--- src/rtl/gate_seq_if.sv ---
// gate_seq_if -- button and LED bundle for gate_seq.
//   btn0, btn1 : raw operand buttons (a, b), asynchronous
//   btn2       : raw mode button, asynchronous
//   led0..led6 : NOT a, AND, OR, NAND, NOR, XOR, XNOR of (a, b)
//   led7       : mode indicator (1 = AUTO or PAUSED)
// master drives the buttons (board / testbench), slave is the gate_seq core.
interface gate_seq_if;
  logic btn0;
  logic btn1;
  logic btn2;
  logic led0;
  logic led1;
  logic led2;
  logic led3;
  logic led4;
  logic led5;
  logic led6;
  logic led7;

  modport master (
    output btn0, btn1, btn2,
    input  led0, led1, led2, led3, led4, led5, led6, led7
  );

  modport slave (
    input  btn0, btn1, btn2,
    output led0, led1, led2, led3, led4, led5, led6, led7
  );
endinterface

--- src/rtl/gate_seq.sv ---
// gate_seq -- logic-gate demonstrator with manual and auto-stepping operands.
// Ports:
//   clk : single clock, all state changes on its rising edge
//   rst : synchronous, active-high reset
//   io  : gate_seq_if.slave (buttons in, LEDs out)
// Parameters:
//   DEB_CYCLES : consecutive stable cycles before a button level is accepted
//   TICK_DIV   : clk cycles per operand step in AUTO
// Build option:
//   GATE_SEQ_FREEZE_EN : when defined, btn0 pauses/resumes AUTO stepping
//
// state   | meaning
// --------+--------------------------------------------------------------
// MANUAL  | operands follow debounced btn0/btn1 every cycle, led7 = 0
// AUTO    | operands step 00->01->10->11 once per TICK_DIV cycles, led7 = 1
// PAUSED  | (freeze builds only) operands and tick count held, led7 = 1
module gate_seq #(
  parameter int DEB_CYCLES = 50000,
  parameter int TICK_DIV   = 25000000
) (
  input  logic       clk,
  input  logic       rst,
  gate_seq_if.slave  io
);

  localparam int DEB_W = (DEB_CYCLES > 1) ? $clog2(DEB_CYCLES) : 1;
  localparam int TICK_W = (TICK_DIV > 1) ? $clog2(TICK_DIV) : 1;
  localparam logic [DEB_W-1:0] DEB_MAX = DEB_W'(DEB_CYCLES - 1);
  localparam logic [TICK_W-1:0] TICK_MAX = TICK_W'(TICK_DIV - 1);

  typedef enum logic [1:0] {
`ifdef GATE_SEQ_FREEZE_EN
    ST_PAUSED = 2'd2,
`endif
    ST_MANUAL = 2'd0,
    ST_AUTO   = 2'd1
  } state_t;

  logic [2:0]       btn_raw;
  logic [2:0]       sync1_q;
  logic [2:0]       sync2_q;
  logic [2:0]       deb_q, deb_d;
  logic [DEB_W-1:0] cnt_q [3];
  logic [DEB_W-1:0] cnt_d [3];
  logic             deb2_prev_q;
  logic             press2;
`ifdef GATE_SEQ_FREEZE_EN
  logic             deb0_prev_q;
  logic             press0;
`endif

  state_t           state_q, state_d;
  logic [1:0]       ops_q, ops_d;       // {a, b}, b is the LSB
  logic [TICK_W-1:0] tick_q, tick_d;
  logic             tick_wrap;
  logic [6:0]       leds_q;
  logic             led7_q;
  logic             op_a, op_b;

  assign btn_raw = {io.btn2, io.btn1, io.btn0};

  // Counter counts cycles where the synchronized level disagrees with the
  // accepted level; any agreeing cycle restarts it.
  always_comb begin
    deb_d = deb_q;
    for (int i = 0; i < 3; i++) begin
      cnt_d[i] = '0;
      if (sync2_q[i] != deb_q[i]) begin
        if (cnt_q[i] == DEB_MAX) begin
          deb_d[i] = sync2_q[i];
        end else begin
          cnt_d[i] = cnt_q[i] + DEB_W'(1);
        end
      end
    end
  end

  // Previous-level flops reset to 0 alongside deb_q, so reset release
  // alone can never look like a rising edge.
  assign press2 = deb_q[2] & ~deb2_prev_q;
`ifdef GATE_SEQ_FREEZE_EN
  assign press0 = deb_q[0] & ~deb0_prev_q;
`endif

  assign tick_wrap = (tick_q == TICK_MAX);

  always_comb begin
    state_d = state_q;
    ops_d   = ops_q;
    tick_d  = tick_q;
    case (state_q)
      ST_MANUAL: begin
        if (press2) begin
          state_d = ST_AUTO;
          ops_d   = 2'b00;
          tick_d  = '0;
        end else begin
          ops_d = {deb_q[0], deb_q[1]};
        end
      end
      ST_AUTO: begin
        // A mode press wins over a coincident wrap: operands do not step.
        if (press2) begin
          state_d = ST_MANUAL;
          tick_d  = '0;
        end
`ifdef GATE_SEQ_FREEZE_EN
        else if (press0) begin
          state_d = ST_PAUSED;
        end
`endif
        else if (tick_wrap) begin
          tick_d = '0;
          ops_d  = ops_q + 2'd1;
        end else begin
          tick_d = tick_q + TICK_W'(1);
        end
      end
`ifdef GATE_SEQ_FREEZE_EN
      ST_PAUSED: begin
        // Tick count is held so resuming finishes the interrupted step.
        if (press2) begin
          state_d = ST_MANUAL;
          tick_d  = '0;
        end else if (press0) begin
          state_d = ST_AUTO;
        end
      end
`endif
      default: begin
        state_d = ST_MANUAL;
        tick_d  = '0;
      end
    endcase
  end

  assign op_a = ops_q[1];
  assign op_b = ops_q[0];

  always_ff @(posedge clk) begin
    if (rst) begin
      sync1_q     <= '0;
      sync2_q     <= '0;
      deb_q       <= '0;
      for (int i = 0; i < 3; i++) cnt_q[i] <= '0;
      deb2_prev_q <= 1'b0;
`ifdef GATE_SEQ_FREEZE_EN
      deb0_prev_q <= 1'b0;
`endif
      state_q     <= ST_MANUAL;
      ops_q       <= 2'b00;
      tick_q      <= '0;
      leds_q      <= '0;
      led7_q      <= 1'b0;
    end else begin
      sync1_q     <= btn_raw;
      sync2_q     <= sync1_q;
      deb_q       <= deb_d;
      for (int i = 0; i < 3; i++) cnt_q[i] <= cnt_d[i];
      deb2_prev_q <= deb_q[2];
`ifdef GATE_SEQ_FREEZE_EN
      deb0_prev_q <= deb_q[0];
`endif
      state_q     <= state_d;
      ops_q       <= ops_d;
      tick_q      <= tick_d;
      leds_q      <= {~(op_a ^ op_b), op_a ^ op_b, ~(op_a | op_b),
                      ~(op_a & op_b), op_a | op_b, op_a & op_b, ~op_a};
      // Driven from the next state so the indicator tracks state_q exactly.
      led7_q      <= (state_d != ST_MANUAL);
    end
  end

  assign io.led0 = leds_q[0];
  assign io.led1 = leds_q[1];
  assign io.led2 = leds_q[2];
  assign io.led3 = leds_q[3];
  assign io.led4 = leds_q[4];
  assign io.led5 = leds_q[5];
  assign io.led6 = leds_q[6];
  assign io.led7 = led7_q;

endmodule
--- src/flat_wrapper.sv ---
// flat-port wrapper written by rule: the top's interface ports become plain ports
module gate_seq_flat 
#(
  parameter int DEB_CYCLES = 50000,
  parameter int TICK_DIV   = 25000000
)
  (clk, rst, io_btn0, io_btn1, io_btn2, io_led0, io_led1, io_led2, io_led3, io_led4, io_led5, io_led6, io_led7);
  gate_seq_if io_i ();
  input  logic clk;
  input  logic rst;
  input wire logic [$bits(io_i.btn0)-1:0] io_btn0;
  input wire logic [$bits(io_i.btn1)-1:0] io_btn1;
  input wire logic [$bits(io_i.btn2)-1:0] io_btn2;
  output wire logic [$bits(io_i.led0)-1:0] io_led0;
  output wire logic [$bits(io_i.led1)-1:0] io_led1;
  output wire logic [$bits(io_i.led2)-1:0] io_led2;
  output wire logic [$bits(io_i.led3)-1:0] io_led3;
  output wire logic [$bits(io_i.led4)-1:0] io_led4;
  output wire logic [$bits(io_i.led5)-1:0] io_led5;
  output wire logic [$bits(io_i.led6)-1:0] io_led6;
  output wire logic [$bits(io_i.led7)-1:0] io_led7;
  assign io_i.btn0 = io_btn0;
  assign io_i.btn1 = io_btn1;
  assign io_i.btn2 = io_btn2;
  assign io_led0 = io_i.led0;
  assign io_led1 = io_i.led1;
  assign io_led2 = io_i.led2;
  assign io_led3 = io_i.led3;
  assign io_led4 = io_i.led4;
  assign io_led5 = io_i.led5;
  assign io_led6 = io_i.led6;
  assign io_led7 = io_i.led7;
  gate_seq #(.DEB_CYCLES(DEB_CYCLES), .TICK_DIV(TICK_DIV)) u_core (.clk(clk), .rst(rst), .io(io_i));
endmodule
--- config.mk ---
export PLATFORM = sky130hd
export DESIGN_NAME = gate_seq_flat
export DESIGN_NICKNAME = d
export VERILOG_FILES = /design/src/rtl/gate_seq_if.sv /design/src/rtl/gate_seq.sv /design/src/flat_wrapper.sv
export SDC_FILE = /design/constraint.sdc
export NUM_CORES = 1
export LEC_CHECK = 0
export ABC_AREA = 1
export ABC_CLOCK_PERIOD_IN_PS = 2750
export CAP_MARGIN = 0
export CORE_ASPECT_RATIO = 1.75
export CORE_MARGIN = 2
export CORE_UTILIZATION = 55
export CTS_CLUSTER_DIAMETER = 120
export DETAILED_ROUTE_END_ITERATION = 8
export PLACE_DENSITY = 0.69
export SYNTH_ARGS = -nofsm -noshare
export SYNTH_HDL_FRONTEND = slang
export SYNTH_SLANG_ARGS = --single-unit
--- constraint.sdc ---
create_clock -name clk -period 2.75 [get_ports clk]
set_input_delay 0.6875 -clock clk [delete_from_list [all_inputs] [get_ports clk]]
set_output_delay 0.6875 -clock clk [all_outputs]
set_load 0.01 [all_outputs]
Word level (Yosys, flattened, before mapping)
Memories as Yosys holds them, arrays and structs flattened.
Cells that the tools add are included.
- bits in registers: 47
- memory bits (writable): 48
- input bits: 5
- output and inout bits: 8
- word-level logic and storage cells: 70
- memories: 1
- memories (name ; words ; width ; read ports ; clocked after Yosys merged registers in ; wr ports ; RTL line ; RTL):
    u_core.cnt_q ; 3 ; 16 ; 3 ; 0 ; 3 ; gate_seq.sv:43 ; logic [DEB_W-1:0] cnt_q [3];
- $add $sub $neg: 5
- eq/ne operators: 11
- multiplexer cells: 23
- bitwise logic cells: 12
- reductions and logical operators: 7
- operators with widths (kind ; count):
    16-bit two-way mux ; 9
    25-bit two-way mux ; 3
    25-bit case mux with 2 select lines ; 1
    16-bit by 1-bit adder with 16-bit output (second input constant) ; 3
    16-bit equality test (second input constant) ; 3
    25-bit by 1-bit adder with 25-bit output (second input constant) ; 1
    25-bit equality test (second input constant) ; 1
    2-bit two-way mux ; 5
    2-bit case mux with 2 select lines ; 2
    2-bit AND reduction ; 3
    1-bit NOT ; 5
    2-bit by 1-bit inequality test with 1-bit output (second input constant) ; 2
    1-bit bitwise OR ; 4
    2-bit nonzero test ; 2
    1-bit two-way mux ; 3
    1-bit inequality test ; 3
    3-bit AND reduction ; 1
    2-bit by 1-bit adder with 2-bit output (second input constant) ; 1
    1-bit bitwise AND ; 2
    2-bit by 1-bit equality test with 1-bit output (second input constant) ; 1
    2-bit zero test ; 1
    2-bit inequality test (second input constant) ; 1
    1-bit XOR ; 1

Logic depth before layout (Yosys ltp)
Gate-level depths: netlist of the first run.
- word-level depth: 5
- gate-level depth with buffers: 10
- mapped depth without buffers: 9

Least setup slack after synthesis of the first run
No wires, ideal clock.
- kind: register to register
- start point: register u_core.tick_q[0]
- end point: register u_core.tick_q[9]
- data arrival time: 1.376 ns
- required time: 2.631 ns
- setup slack: 1.255 ns
- cell stages (with the launch flop): 10
- path buffers: 1
- period minus slack after synthesis: 1.495 ns
- cell sequence: dfxtp_1 -> ha_1 -> nand3_2 -> nor2_4 -> nand3_2 -> o21bai_2 -> nand2_2 -> nand2_4 -> buf_12 -> nor2_2
- word-level cells in the longest chain between the ends: 4
- elaborated cells between the ends (all ways): 5
- ends and longest elaborated chain (item ; RTL line ; RTL):
    from (decl) ; gate_seq.sv:54 ; logic [TICK_W-1:0] tick_q, tick_d;
    from (signal assigned) ; gate_seq.sv:166 ; tick_q <= tick_d;
    25-bit by 1-bit adder with 25-bit output or 25-bit equality test (tied branches) ; gate_seq.sv:116, gate_seq.sv:85 ;
    25-bit two-way mux * ; gate_seq.sv:112 ; else if (tick_wrap) begin
    25-bit two-way mux * ; gate_seq.sv:103 ; if (press2) begin
    25-bit case mux with 2 select lines * ; gate_seq.sv:91 ; case (state_q)
Every way passes the cells marked *; elsewhere a longest branch is shown, timed or not.
A chain may end at the register's enable or synchronous reset.

==> metrics, run 1 <==
Slew Limit Fails 0; share of cells above drive strength 1 8.46%; Synthesized Nets 665; register area share after synthesis 41.6%; standard-cell rows 44; Fillers 772; Async S/R FF share, synth 0%; crit-path cells clkdlybuf4s50_1 > inv_1 > o21ai_0 > a21oi_1 > nand2_1 > nor3b_1; Die H 125 um; max_cap viols 0; status finished, final reports clean; worst clock skew 0.00601 ns; LEAKAGE 1.82 nW; Peak Freq 495 MHz; Via density 5.24; CP top delay family buffers and inverters; Tot Pwr 0.00274 W; Syn Inst Count 654; Clock power frac 46.3%; register area 1900 sq um; Logic pwr share 2.7%; die area 9090 sq um; # port buffers 12; Hold Fails Final Rpt 0; TNS Setup 0 ns; Sequential Power Share 51.0%; Initial Util 55.8%; kind of critical path in -> reg; vias in the first global route 3868; Cell Pwr Density 541 nW/um^2; Hold Path End u_core.sync2_q[2]$_SDFF_PP0_; DR pass1 iterations 4; global-route wire length before repair 16000 um; drt wl/cell 11.8 um; Setup crit end kind flop; Sw Share 21.5%; Die Span X 73.0 um; count leader, synth nand2_1; VDD IR max 0.425 mV; Synth Register Bits 95; Buf/Inv on CP 2; antenna violations before repair 0; CTS root buffer clkbuf_16; Routed WL 9070 um; CP Data Required Time 3.01 ns; Worst Reg2Reg Path Length in Cells 8; count of cell types in the netlist 35; GRT overflow 0; Mapped Avg Cell Area 7.00 sq um; Synth Flop Type dfxtp_1; top cell type by total area after synthesis dfxtp_1; unrepaired setup endpoints after global routing false; Hold Path Depth 2; clock buffer depth 2; Int Pwr 0.00215 W; Post-route DRC 0; Hold Crit Start u_core.sync1_q[2]$_SDFF_PP0_; relative slew slack 66.6%; routability cong. 0.864; Synth Warn # 0; r2r startpoint u_core.cnt_q[0][0]$_SDFF_PP0_; Critical Path AT 2.28 ns; Post-synth EDFFs 0; core box area 8200 sq um; largest net degree at the start of global routing 23; Worst R2R End u_core.cnt_q[0][12]$_SDFF_PP0_; DRT antenna net count 0; IO Pins 13; clk slew on worst S/H paths 0.06 ns; Critical Path Slowest Stage Cell clkdlybuf4s50_1; # Post-CTS Setup Buffers 0; CTS Buf Count 9; hold buffers post-CTS 0; Final period util 73.4%; final setup fails 0; minimum clock period after layout 2.02 ns; Final Net Count 680; top cells by count, synth nand2_1 (131), nor2_1 (108), dfxtp_1 (95), inv_1 (89), nand3_1 (41); Synth-to-Final Area Change 10.6%; Hold Crit Class reg -> reg; via count 4012; share of the synthesized area in the top cell type 41.6%; All-Layer GR Usage 21.9%; post-DP HPWL 6760 um; Sw Pwr 0.000588 W; Mapped Area 4580 sq um; Resize count post-CTS 0; n_diodes 0; CP peak stage delay 0.45 ns; htree depth 3; CTS tree yes; CP Launch Type primary input; initial DRC count 149; clock sink count 95; CP Max Fanout 15; R2R setup slack 0.98 ns; worst-skew pair later-pin latency 0.35 ns; top cells by area, synth dfxtp_1 (42%), nand2_1 (11%), nor2_1 (8.9%), inv_1 (7.3%), nand3_1 (4.5%); Slew @ Worst Pin 0.500 ns; footprint of the multi-input gates 2260 sq um
-- metal layers --
metal  up-vias  routed length (um)  global-route usage (%)
met5         -                   0                       0
met4         0                 325                    11.3
met3        25                 190                    3.72
met2        49                4820                    39.9
met1      1832                3730                    23.0
li1       2106                   -                       -
-- layout make-up --
class                   count  share of cell area [%]
clock buffers              10                    4.72
clock inverters             6                    1.31
inverters                  92                    6.82
multi-input cells         457                    44.6
flip-flops and latches     95                    37.6
well taps                  92                    2.27
repair buffers             14                    2.67
-- worst max-delay path by stage --
stage	cells past startpoint	slack [ns]	endpoint	startpoint
floorplan	9	1.26	u_core.tick_q[9]$_SDFFE_PP0P_	u_core.tick_q[0]$_SDFFE_PP0P_
global placement	6	0.39	u_core.cnt_q[0][41]$_SDFF_PP0_	rst
detailed placement	6	0.36	u_core.cnt_q[0][46]$_SDFF_PP0_	rst
CTS	6	0.71	u_core.cnt_q[0][34]$_SDFF_PP0_	rst
global route	6	0.48	u_core.cnt_q[0][41]$_SDFF_PP0_	rst
finish	6	0.73	u_core.cnt_q[0][41]$_SDFF_PP0_	rst
-- flip-flops by register name, indices dropped and copies added (netlist names) --
| register | cells |
|---|---|
| u_core.cnt_q | 48 |
| u_core.deb2_prev_q | 1 |
| u_core.deb_q | 3 |
| u_core.io.led7 | 1 |
| u_core.leds_q | 7 |
| u_core.ops_q | 2 |
| u_core.state_q | 2 |
| u_core.sync1_q | 3 |
| u_core.sync2_q | 3 |
| u_core.tick_q | 25 |
-- cell families (layout without fill, tap and decap cells) --
logic type	count (synthesis)	after routing	share of synthesized area, %
AOI/OAI and AO/OA	53	53	6.10
other	1	1	0.0820
buffers and inverters	102	122	9.05
DFF	95	95	41.6
xor gates and xnor gates	22	22	4.21
adders and majority gates	6	6	1.64
and+or+nand+nor	375	375	37.4
-- worst min-delay path: stages (launching register included) --
cell     delay (ns)
dfxtp_1        0.30
inv_1          0.04
nor2_1         0.03
-- power by group through the flow --
stage / combinational, W / clock (W) / sequential, W
after CTS: 0.0000763 / 0.00130 / 0.00140
after floorplan: 0.0000444 / 0 / 0.00143
after detailed placement: 0.0000757 / 0 / 0.00143
final: 0.0000746 / 0.00127 / 0.00140
after global routing: 0.0000832 / 0.00135 / 0.00140
after global placement: 0.0000750 / 0 / 0.00143
-- through the flow --
| stage | hold WS (ns) | setup WS (ns) | utilization, % | instance area (sq um) | instances |
|---|---|---|---|---|---|
| 2_1_floorplan | 0.388 | 1.26 | - | 4580 | 654 |
| 3_3_place_gp | 0.390 | 0.393 | 58.0 | 4760 | 750 |
| 3_5_place_dp | 0.393 | 0.360 | 58.0 | 4760 | 750 |
| 4_1_cts | 0.398 | 0.707 | 61.7 | 5060 | 766 |
| 5_1_grt | 0.425 | 0.478 | 61.7 | 5060 | 766 |
| 6_report | 0.398 | 0.732 | 61.7 | 5060 | 766 |
-- placed cells by master, fill, tap and decap left out, types with 6 or more instances in the layout --
master,Yosys,layout
nor2_1,108,108
nand4_1,20,20
inv_1,89,89
xor2_1,18,18
nor2_2,18,18
o21ai_0,13,13
clkdlybuf4s50_1,0,12
nand2_1,131,131
nor3_1,27,27
nand2_2,6,6
nand3_1,41,41
clkbuf_16,0,9
ha_1,6,6
dfxtp_1,95,95
a21oi_1,33,33
Power figures use the tool's default switching activity.
==> run 2: changes to the inputs <==
- ABC_CLOCK_PERIOD_IN_PS: 2750 -> 1600
- PLACE_DENSITY: 0.69 -> 0.72
- clock period: 2.75 -> 1.6 ns (I/O delays scaled with it)
==> run 2 against run 1 <==
Effect of this change: clock skew barely moved; final area up 6.6%; total power is 66% higher; core utilization increased by 4.1 points; flip-flop and latch count unchanged; critical path depth shrank 5; worst hold slack improved by 0.0015 ns; die area stayed put; register-to-register slack lost 0.93 ns; count of clock-buffer cells in the layout grew 1; routed wire length rose by 12%; critical path type is now reg -> out.
==> metrics, run 2 (synthesis results as in run 1) <==
Post-route DRC 0 (unchanged); most common cell after layout, fill and taps aside nand2_1; Worst R2R End u_core.tick_q[12]$_SDFFE_PP0P_; CP Launch Type flop; minimum clock period after layout 1.57 ns; worst-skew pair later-pin latency 0.34 ns (about the same); worst hold slack 0.400 ns (+0.00146 ns); die area 9090 sq um (unchanged); # port buffers 12 (unchanged); VDD IR max 0.866 mV (+100%); met2 usage 41.1% (+1.1 points); core box area 8200 sq um (unchanged); r2r startpoint u_core.tick_q[1]$_SDFFE_PP0P_; vias in the first global route 4001 (+3.4%); Die H 125 um (unchanged); Slew Limit Fails 0 (unchanged); largest net degree at the start of global routing 23 (unchanged); met3 Track Usage GR 3.96% (+0.24 points); Final Net Count 707 (+4.0%); Via density 5.35 (+2.2%); Routed WL 10200 um (+12%); unrepaired setup endpoints after global routing true; htree depth 3 (unchanged); final setup fails 0 (unchanged); drt wl/cell 12.8 um (+8.1%); clk slew on worst S/H paths 0.06 ns (about the same); DR pass1 iterations 6 (+2); post-DP HPWL 7020 um (+3.9%); Critical Path Slowest Stage Cell clkdlybuf4s50_1; Die Span X 73.0 um (unchanged); Levels on crit path 1 (-5); gr busiest metal met2; Setup crit end kind output port; Critical Path AT 1.17 ns (-1.11 ns); hold buffers post-CTS 0 (unchanged); Worst Reg2Reg Path Length in Cells 8 (unchanged); global-route wire length before repair 16900 um (+5.5%); CP peak stage delay 0.53 ns (+0.08 ns); status finished, final reports clean; largest registers u_core.cnt_q x48, u_core.tick_q x25, u_core.leds_q x7; CTS root buffer clkbuf_16; antenna violations before repair 0 (unchanged); Initial Util 55.8% (unchanged); Setup crit start u_core.leds_q[3]$_SDFF_PP0_; All-Layer GR Usage 22.7% (+0.80 points); share of cells above drive strength 1 15.0% (+6.5 points); max FFs per register 48 (unchanged); max_cap viols 0 (unchanged); crit-path cells clkdlybuf4s50_1; TNS Setup 0 ns (unchanged); R2R setup slack 0.05 ns (-0.93 ns); met1 GRT Util 25.7% (+2.6 points); Synth-to-Final Area Change 17.9%; CTS tree yes; DRT antenna net count 0 (unchanged); IO Pins 13 (unchanged); relative slew slack 58.5% (-8.0 points); Cell Pwr Density 842 nW/um^2 (+56%); Largest Register u_core.cnt_q; n_diodes 0 (unchanged); Hold Fails Final Rpt 0 (unchanged); Slew @ Worst Pin 0.616 ns (+0.116 ns); capture point of the worst path io_led3; Final period util 98.2%; clock buffer depth 2 (unchanged); CTS Buf Count 9 (unchanged); most frequent cells in the layout nand2_1 (127), nor2_1 (102), dfxtp_1 (89); via count 4246 (+5.8%); Hold Crit Class reg -> reg; initial DRC count 274 (+84%); CP Data Required Time 1.20 ns (-1.81 ns); Tot Pwr 0.00454 W (+66%); Buf/Inv on CP 1 (-1); routability cong. 0.860 (-0.51%); standard-cell rows 44 (unchanged); CP Max Fanout 1 (-14); kind of critical path reg -> out; clock sink count 95 (unchanged); Peak Freq 636 MHz; worst clock skew 0.00633 ns (+0.000317 ns); GRT overflow 0 (unchanged); CP top delay family buffers and inverters; Setup WS post-layout 0.0287 ns (-0.703 ns); LEAKAGE 2.01 nW (+10%); Place WS -0.225 ns (-0.586 ns)
-- run 2: changes by cell type in the layout (fill, tap and decap cells not counted), sizes merged, moves of 2 or more --
| cell | before | now |
|---|---|---|
| nand2 | 138 | 140 |
| buf | 2 | 27 |
| clkdlybuf4s50 | 12 | 8 |
| inv | 94 | 92 |
| dlymetal6s2s | 0 | 4 |
| clkinvlp | 0 | 2 |
-- run 2: timing repair --
item / CTS / global route
buffers inserted: 0 / 3
setup endpoints to repair: 29 / 62
cloned: 1 / 2
endpoints found under the hold margin: 0 / 0
gates resized for setup: 9 / 33
pin swaps: 2 / 10
-- run 2: worst min path at each step --
stage / startpoint / end / slack [ns] / cells after the start
after floorplan: u_core.sync1_q[0]$_SDFF_PP0_ / u_core.sync2_q[0]$_SDFF_PP0_ / 0.39 / 2
after global placement: u_core.sync1_q[0]$_SDFF_PP0_ / u_core.sync2_q[0]$_SDFF_PP0_ / 0.39 / 2
after detailed placement: u_core.sync1_q[0]$_SDFF_PP0_ / u_core.sync2_q[0]$_SDFF_PP0_ / 0.39 / 2
after CTS: u_core.sync1_q[0]$_SDFF_PP0_ / u_core.sync2_q[0]$_SDFF_PP0_ / 0.40 / 2
after global routing: u_core.sync1_q[0]$_SDFF_PP0_ / u_core.sync2_q[0]$_SDFF_PP0_ / 0.42 / 2
final: u_core.sync1_q[0]$_SDFF_PP0_ / u_core.sync2_q[0]$_SDFF_PP0_ / 0.40 / 2
-- run 2: layout make-up --
cell class	count	area [sq um]
multi-input combinational	459	2410
sequential	95	1910
clock buffer	11	243
inverter	92	345
clock inverter	5	33.8
fill	712	2810
timing repair buffer	39	337
tap	92	115
-- run 2: power by group --
group / switching, W / internal, W / leakage, nW
Combinational: 0.0000929 / 0.0000634 / 1.10
Clock: 0.000894 / 0.00109 / 0.132
Sequential: 0.0000117 / 0.00239 / 0.772
-- run 2: through the flow --
step | cells | area [sq um] | utilization, %
2_1_floorplan | 654 | 4580 | -
3_3_place_gp | 771 | 4910 | 59.9
6_report | 793 | 5400 | 65.8
5_1_grt | 793 | 5400 | 65.8
3_5_place_dp | 771 | 4910 | 59.9
4_1_cts | 788 | 5250 | 64.0
-- run 2: metal layers --
metal  vias up  share of wire [%]
met5         -                  0
met4         0                2.7
met3        29                3.2
met2       114                 54
met1      1937                 40
li1       2166                  -
==> run 3: changes to the inputs <==
- CORE_UTILIZATION: 55 -> 50
- PLACE_DENSITY: 0.72 -> 0.66
==> run 3 against run 2 <==
Effect of this change: worst setup slack better by 0.026 ns; flip-flop and latch count unchanged; final area up 0.60%; critical path depth up 6; non-clock buffer count up 1; register-to-register slack about the same; total power up 1.1%; clock skew down 0.0024 ns; via count down 1.9%; final cell count up 3.4%; first-iteration DRC count down 24%; maximum frequency up 1.7%; largest cell class unchanged.
==> metrics, run 3 (synthesis results as in run 1) <==
die area 9960 sq um (+9.6%); max_cap viols 0 (unchanged); GRT overflow 0 (unchanged); Post-route DRC 0 (unchanged); Final period util 96.6% (-1.6 points); vias in the first global route 3864 (-3.4%); All-Layer GR Usage 20.5% (-2.3 points); clock buffer depth 2 (unchanged); Hold Fails Final Rpt 0 (unchanged); R2R setup slack 0.05 ns (about the same); unrepaired setup endpoints after global routing true; Die H 131 um (+4.7%); IO Pins 13 (unchanged); status finished, final reports clean; CP Launch Type flop; DR pass1 iterations 5 (-1); # port buffers 12 (unchanged); Largest Register u_core.cnt_q; Hold Crit Class reg -> reg; Cell Pwr Density 847 nW/um^2 (+0.50%); Slew @ Worst Pin 0.508 ns (-0.108 ns); post-DP HPWL 7090 um (+1.0%); largest registers u_core.cnt_q x48, u_core.tick_q x25, u_core.leds_q x7; drt wl/cell 12.0 um (-6.1%); clk slew on worst S/H paths 0.06 ns (about the same); minimum clock period after layout 1.55 ns (-0.0261 ns); LEAKAGE 2.07 nW (+3.0%); global-route wire length before repair 16500 um (-2.4%); Routed WL 9860 um (-2.9%); most common cell after layout, fill and taps aside nand2_1; Critical Path AT 1.78 ns (+0.61 ns); via count 4167 (-1.9%); max FFs per register 48 (unchanged); standard-cell rows 46 (+4.5%); Setup crit end kind flop; Place WS -0.295 ns (-0.0700 ns); VDD IR max 0.598 mV (-31%); CTS root buffer clkbuf_16; clock sink count 95 (unchanged); relative slew slack 65.8% (+7.3 points); largest net degree at the start of global routing 23 (unchanged); Slew Limit Fails 0 (unchanged); core box area 8980 sq um (+9.5%); share of cells above drive strength 1 15.9% (+0.88 points); routability cong. 0.892 (+3.7%); Setup WS post-layout 0.0548 ns (+0.0261 ns); most frequent cells in the layout nand2_1 (129), nor2_1 (98), dfxtp_1 (88); htree depth 3 (unchanged); Initial Util 51.0% (-4.8 points); Die Span X 76.3 um (+4.6%); DRT antenna net count 0 (unchanged); worst-skew pair later-pin latency 0.34 ns (about the same); Peak Freq 647 MHz (+1.7%); CP Max Fanout 6 (+5); Synth-to-Final Area Change 18.6%; final setup fails 0 (unchanged); worst clock skew 0.00393 ns (-0.00240 ns); CTS Buf Count 9 (unchanged); Via density 5.08 (-5.1%); TNS Setup 0 ns (unchanged); CTS tree yes; n_diodes 0 (unchanged); Final Net Count 706 (-0.14%); antenna violations before repair 0 (unchanged); CP Data Required Time 1.83 ns (+0.63 ns); initial DRC count 207 (-24%); kind of critical path reg -> reg
==> run 3: area by class of cell <==
cell class | instances | area [sq um]
Tap cell | 120 | 150
Fill cell | 875 | 3550
Clock inverter | 4 | 28.8
Sequential cell | 95 | 1910
Clock buffer | 12 | 256
Inverter | 92 | 345
Timing Repair Buffer | 40 | 350
Multi-Input combinational cell | 457 | 2390
==> run 3: worst paths after layout <==
kind                                   to  depth (start not counted)                     startpoint
min          u_core.sync2_q[2]$_SDFF_PP0_                          2   u_core.sync1_q[2]$_SDFF_PP0_
min reg2reg  u_core.sync2_q[2]$_SDFF_PP0_                          2   u_core.sync1_q[2]$_SDFF_PP0_
max          u_core.ops_q[0]$_SDFFE_PP0P_                          7  u_core.tick_q[0]$_SDFFE_PP0P_
max reg2reg  u_core.ops_q[0]$_SDFFE_PP0P_                          7  u_core.tick_q[0]$_SDFFE_PP0P_
==> run 3: power breakdown <==
part,total (W),internal (W),switching [W]
Clock,0.00204,0.00114,0.000902
Combinational,0.000150,0.0000625,0.0000870
Sequential,0.00240,0.00239,0.0000120
==> run 3: routing by layer <==
layer	up-vias	track usage (%)	part of all wire [%]
li1	2158	-	-
met4	0	12.0	2.5
met5	-	0	0
met3	23	3.50	2.8
met1	1910	21.8	41
met2	76	37.9	54
==> run 3: timing repair <==
item / 4_1_cts / 5_1_grt
gates resized for setup: 3 / 46
setup endpoints to repair: 17 / 65
cloned: 0 / 1
hold buffers: 0 / 0
pin swaps: 0 / 4
buffers inserted: 0 / 2
hold endpoints to repair: 0 / 0
==> run 3: stage by stage <==
step / hold slack [ns] / cells / cell area, sq um / utilization [%] / total power [W]
finish: 0.404 / 820 / 5430 / 60.5 / 0.00460
CTS: 0.405 / 817 / 5260 / 58.6 / 0.00464
detailed placement: 0.395 / 801 / 4960 / 55.3 / 0.00260
global route: 0.415 / 820 / 5430 / 60.5 / 0.00476
floorplan: 0.388 / 654 / 4580 / - / 0.00253
global placement: 0.389 / 801 / 4960 / 55.3 / 0.00260
==> run 3: worst max-delay path, stage by stage, from the launching register on <==
cell and delay, ns:
dfxtp_2 0.35, ha_4 0.16, nand3_4 0.08, nor2_4 0.22, nand3_2 0.10, nand3b_1 0.27
a21oi_1 0.19, nor2_1 0.06
